===== src/rtl/score_player.sv =====
// Sequential score reader: walks every score address, latches each note/length
// pair after the read latency and holds the note for a length-scaled duration.
module score_player #(
  parameter int audio_len      = 6,
  parameter int TICKS_PER_UNIT = 12500000,
  parameter int GAP_TICKS      = 1250000,
  parameter int READ_LAT       = 2
) (
  input  logic                 clk,
  input  logic                 reset_n,
  input  logic                 start,
  input  logic                 stop,
  input  logic [4:0]           note_in,
  input  logic [1:0]           length_in,
  output logic [audio_len-1:0] score_noteAdr,
  output logic [4:0]           play_note,
  output logic                 note_valid,
  output logic                 note_strobe,
  output logic                 busy,
  output logic                 done
);

  localparam int DUR_W = $clog2(8 * TICKS_PER_UNIT);
  localparam int GAP_W = (GAP_TICKS > 1) ? $clog2(GAP_TICKS) : 1;
  localparam int LAT_W = (READ_LAT > 1) ? $clog2(READ_LAT) : 1;

  localparam logic [DUR_W-1:0] DUR0 = DUR_W'(TICKS_PER_UNIT - 1);
  localparam logic [DUR_W-1:0] DUR1 = DUR_W'(2 * TICKS_PER_UNIT - 1);
  localparam logic [DUR_W-1:0] DUR2 = DUR_W'(4 * TICKS_PER_UNIT - 1);
  localparam logic [DUR_W-1:0] DUR3 = DUR_W'(8 * TICKS_PER_UNIT - 1);

  localparam logic [GAP_W-1:0] GAP_LAST = GAP_W'((GAP_TICKS > 0) ? GAP_TICKS - 1 : 0);
  localparam logic [LAT_W-1:0] LAT_LAST = LAT_W'(READ_LAT - 1);
  localparam logic [audio_len-1:0] ADR_LAST = '1;

  typedef enum logic [2:0] {S_IDLE, S_FETCH, S_PLAY, S_GAP, S_DONE} state_t;

  state_t               state_q, state_d;
  logic [audio_len-1:0] adr_q;
  logic [LAT_W-1:0]     lat_q;
  logic [DUR_W-1:0]     dur_q;
  logic [GAP_W-1:0]     gap_q;
  logic [4:0]           note_q;
  logic                 first_q;
  logic [DUR_W-1:0]     dur_load;
  logic                 last_entry;

  always_comb begin
    dur_load = DUR0;
    case (length_in)
      2'd0: dur_load = DUR0;
      2'd1: dur_load = DUR1;
      2'd2: dur_load = DUR2;
      default: dur_load = DUR3;
    endcase
  end

  assign last_entry = (adr_q == ADR_LAST);

  always_comb begin
    state_d = state_q;
    case (state_q)
      S_IDLE:  if (start && !stop) state_d = S_FETCH;
      S_FETCH: if (lat_q == LAT_LAST) state_d = S_PLAY;
      S_PLAY: begin
        if (dur_q == '0) begin
          if (GAP_TICKS > 0) state_d = S_GAP;
          else               state_d = last_entry ? S_DONE : S_FETCH;
        end
      end
      S_GAP:   if (gap_q == GAP_LAST) state_d = last_entry ? S_DONE : S_FETCH;
      S_DONE:  state_d = S_IDLE;
      default: state_d = S_IDLE;
    endcase
    if (stop && state_q != S_IDLE) state_d = S_IDLE;
  end

  always_ff @(posedge clk) begin
    if (!reset_n) begin
      state_q <= S_IDLE;
      adr_q   <= '0;
      lat_q   <= '0;
      dur_q   <= '0;
      gap_q   <= '0;
      note_q  <= '0;
      first_q <= 1'b0;
    end else begin
      state_q <= state_d;
      case (state_q)
        S_IDLE: begin
          if (state_d == S_FETCH) begin
            adr_q <= '0;
            lat_q <= '0;
          end
        end
        S_FETCH: begin
          lat_q <= lat_q + LAT_W'(1);
          if (state_d == S_PLAY) begin
            note_q  <= note_in;
            dur_q   <= dur_load;
            first_q <= 1'b1;
          end
        end
        S_PLAY: begin
          dur_q   <= dur_q - DUR_W'(1);
          first_q <= 1'b0;
        end
        S_GAP:   gap_q <= gap_q + GAP_W'(1);
        default: ;
      endcase
      if (state_d == S_GAP && state_q != S_GAP) gap_q <= '0;
      // Next-entry step reaches FETCH from either PLAY or GAP.
      if (state_d == S_FETCH && (state_q == S_PLAY || state_q == S_GAP)) begin
        adr_q <= adr_q + audio_len'(1);
        lat_q <= '0;
      end
      if (state_d == S_IDLE) begin
        adr_q   <= '0;
        first_q <= 1'b0;
      end
    end
  end

  assign score_noteAdr = adr_q;
  assign play_note     = (state_q == S_PLAY) ? note_q : '0;
  assign note_valid    = (state_q == S_PLAY) && (note_q != '0);
  assign note_strobe   = (state_q == S_PLAY) && first_q;
  assign busy          = (state_q != S_IDLE);
  assign done          = (state_q == S_DONE);

endmodule


===== config.mk =====
export PLATFORM = sky130hd
export DESIGN_NAME = score_player
export DESIGN_NICKNAME = d
export VERILOG_FILES = /design/src/rtl/score_player.sv
export SDC_FILE = /design/constraint.sdc
export NUM_CORES = 1
export LEC_CHECK = 0
export CAP_MARGIN = 40
export CORE_AREA = 2 2 96 98
export CTS_BUF_LIST = sky130_fd_sc_hd__clkbuf_4 sky130_fd_sc_hd__clkbuf_8
export CTS_CLUSTER_DIAMETER = 40
export DETAILED_ROUTE_END_ITERATION = 8
export DIE_AREA = 0 0 98 100
export DONT_BUFFER_PORTS = 1
export HOLD_SLACK_MARGIN = 0.15
export MAX_ROUTING_LAYER = met4
export PLACE_DENSITY = 0.54
export SYNTH_ARGS = -nofsm -noshare
export SYNTH_HDL_FRONTEND = slang
export SYNTH_SLANG_ARGS = --single-unit

===== constraint.sdc =====
create_clock -name clk -period 3.4 [get_ports clk]
set_clock_uncertainty 0.05 [all_clocks]
set_input_delay 0.34 -clock clk [delete_from_list [all_inputs] [get_ports clk]]
set_output_delay 0.34 -clock clk [all_outputs]
set_load 0.01 [all_outputs]

==> key figures <==
Run status
  • Status: complete, no violations

Global routing
  • First-pass GRT wire length: 13500 µm
  • Total gr overflow: 0
  • Vias in the first global route: approximately 2800
  • Most crowded layer after global routing: met2
  • Antenna violations before repair: 0
  • Pin count of the biggest net entering global routing: 34
  • Tot GR Track Use: 17.6%
  • Grt met3 use: just under 3%
  • GR Util met2: 28.0%
  • GR Layer Usage met1: 22.0%

Setup path
  • CP max stage delay: 500 ps
  • Worst r2r src: dur_q[0]$_SDFFE_PN0P_
  • Worst setup path class: reg2reg
  • Worst path top cell family by delay: compound AO/OA/AOI/OAI gates
  • Required time worst endpoint: 3600 ps
  • Slowest cell on crit path: a31oi_2
  • Bufs and invs on worst path: 1
  • Crit path DAT: 3020 ps
  • Worst setup SP type: flip-flop
  • Crit path from: dur_q[0]$_SDFFE_PN0P_
  • CP Max Fanout: 11
  • Endpoint class of the critical path: flip-flop
  • CP cell instances: inv_1, ha_1, nor3b_1, nand4_2, or4_1, a31oi_2, o31ai_1, a311oi_1

Drt
  • Final wirelength: 8260 µm
  • Antenna Nets Post-Route: 0
  • Starting DRC count in detailed routing: 116
  • 1st-pass router iterations: 5
  • DR vias: 2997
  • DRC: 0
  • Via density: 5.56
  • WL/cell: ~15 µm

Logic synthesis
  • Top_reg_cell synth: dfxtp_1
  • Cell variety after synth: 59
  • Post-synthesis adder-cell area fraction: under 10%
  • Largest family of logic cells by synthesized area: simple AND/OR/NAND/NOR gates
  • Post-synthesis register bit count: 64
  • Multiplexer share of the synthesized area: 0.590%
  • Synth Area in XOR/XNOR: 5.93%
  • Post-Syn Instances: 419
  • Largest area contributor in the synthesized netlist: dfxtp_1
  • Syn Nets: 433
  • Register area share after synthesis: 37.7%
  • Simple-Gate Fraction of Synth Area: 33.2%
  • Synthesized area per cell: approximately 8.1 µm²
  • Mapped Area: 3400 µm²
  • Post-synth EDFFs: 0
  • Yosys warnings: 0
  • Compound-Gate Fraction of Synth Area: 17.6%
  • FFs w/ async S/R, synth: 0%
  • Synth top area cells: dfxtp_1 (38%), nand2_1 (5.4%), nor2_1 (5.3%)
  • Share of the synthesized area in the top cell type: 37.7%

Die
  • Core Area: 8890 µm²
  • I/O Pins: 26
  • Die width: 98 µm
  • Die area: between 9000 and 10000 µm²
  • Initial core utilization: 38.2%
  • Die Span Y: 100 µm
  • Row count: 35

Clocking
  • CTS Sinks: 64
  • Clock Root Buffer: clkbuf_8
  • Setup Buffers After CTS: 0
  • Post-CTS Resized: 0
  • Clock Pin Slew Worst Setup and Hold Paths: 70 ps
  • CTS hold repair buffers: 7
  • CTS H-tree depth: 3
  • CTS Buffer Depth: 2
  • TritonCTS Buffers: 9
  • CTS tree: built
  • Skew-Pair Late Insertion Delay: 350 ps

Run
  • Max-cap violations: 0

Timing
  • Final hold slack: 174 ps
  • Setup TNS: 0 ps
  • Crit path time final: 2820 ps
  • Final setup fails: 0
  • Highest clock rate: 354 MHz
  • Slew Limit Fails: 0
  • Max-slew headroom: 42.1%
  • RSZ-0062 raised after global routing: false
  • Final Hold Vio Count: 0
  • Crit share post-route: 83.0%
  • Worst-margin pin slew: about 860 ps

Layout
  • Number of fill cells: 922
  • Share of layout cells above drive strength 1: 8.88%
  • Nets@finish: approximately 440
  • Layout area overhead: 11.6%
  • Layout Cells excl Fill: 539
  • Inserted Diodes: 0
  • Final Instance Area: between 3000 and 4000 µm²
  • Post-layout util: between 40% and 50%

Placement
  • Placed inst area: 3480 µm²
  • Port Buffer Count: 0
  • RD Place Congestion: 0.771
  • DP HPWL: approximately 5500 µm
  • Placed cell count: just over 500

Power and ir drop
  • P per Cell Area: 438 nW/µm²
  • Worst vdd ir: 0.219 mV
  • Lkg Pwr: 0.00137 µW

Worst hold path
  • Hold Crit Class: in2reg
  • Hold path start: length_in[1]
[worst paths after layout]
kind / to / slack [ps] / cells after the start
worst max-delay path: score_noteAdr[5]$_SDFFE_PP0P_ / 580 / 8
worst min-delay path: dur_q[6]$_SDFFE_PN0P_ / 170 / 2
worst max register to register: score_noteAdr[5]$_SDFFE_PP0P_ / 580 / 8
worst min register to register: note_q[1]$_SDFFE_PN0P_ / 430 / 2
[sequential cells by signal (all words and copies together), names as in the netlist]
name           count
lat_q              1
note_q             5
first_q            1
gap_q             21
state_q            3
dur_q             27
score_noteAdr      6
[per-stage QoR]
step | setup slack (ps) | total power [µW]
4_1_cts | 559 | 1680
5_1_grt | 302 | 1730
2_1_floorplan | 1180 | 885
6_report | 577 | 1660
3_5_place_dp | 608 | 905
3_3_place_gp | 656 | 905
[cells in the final DEF, fill, tap and decap left out, drive strengths merged, types with 3 or more instances in the layout]
| cell | n |
|---|---|
| nor3b | 4 |
| xnor2 | 7 |
| a21oi | 17 |
| dlygate4sd3 | 7 |
| ha | 3 |
| nand3 | 14 |
| and3 | 12 |
| clkbuf | 13 |
| a311oi | 10 |
| or3 | 4 |
| a31oi | 8 |
| o21ai | 19 |
| inv | 11 |
| nor4 | 5 |
| nand2 | 49 |
| buf | 5 |
| nor2b | 3 |
| a21boi | 11 |
| or4 | 3 |
| nor3 | 19 |
| dfxtp | 64 |
| and4 | 4 |
| or2 | 3 |
| and2 | 15 |
| nor2 | 49 |
| nand2b | 4 |
| nand4 | 13 |
| xor2 | 16 |
[cell families (layout without fill, tap and decap cells)]
family / count (synthesis) / after routing
xor gates and xnor gates: 23 / 23
AOI/OAI and AO/OA: 87 / 87
buffers and inverters: 30 / 39
muxes: 2 / 2
and+or+nand+nor: 210 / 210
adders and majority gates: 3 / 3
DFF: 64 / 64
[routing by layer]
layer	part of all wire (%)	wire (µm)
met5	0	0
met1	48	3960
met2	47	3920
met3	3.0	250
met4	1.6	130
[cell usage after synthesis (2+ instances only)]
cell       n
nor4bb_1   2
a21oi_1   17
inv_1     11
o221ai_1   2
dfxtp_1   64
and4_1     4
clkbuf_1  14
nand2b_1   4
o311a_1    2
and3_1    12
nand4_1   12
nand2_1   49
nor2_1    48
a211oi_1   2
nand3_1   14
or3_1      4
or2_2      3
nor3_1    16
or4_1      3
a311oi_1  10
o21ai_0   19
nor3_2     3
a31o_2     2
buf_6      2
xor2_1    16
a21boi_0  10
a41oi_1    2
nand4b_1   2
nor2b_1    3
and2_1    15
nor4b_1    2
o31ai_1    2
nor4_1     3
mux2i_1    2
xnor2_1    7
o41ai_1    2
nor3b_1    3
ha_1       3
a31oi_1    7
o21a_1     2
[worst reg2reg max path, cell delays in order, from the launching register on]
cell and delay (ps):
dfxtp_1 360, inv_1 70, ha_1 190, nor3b_1 360
nand4_2 180, or4_1 450, a31oi_2 500, o31ai_1 300
a311oi_1 280
[power by group]
part / internal (µW) / switching [µW]
combinational: 48.1 / 81.4
clock: 457 / 301
sequential: 759 / 13.6
total: 1260 / 396
[final cells by class]
type	count	area, µm²	share of cell area, %
Sequential cell	64	1280	33.8
Clock inverter	3	65.1	1.72
Multi-Input combinational cell	325	1990	52.4
Clock buffer	13	160	4.23
Timing Repair Buffer	12	115	3.04
Tap cell	111	139	3.67
Inverter	11	41.3	1.09
No activity file was read; power rests on OpenSTA's default activity.
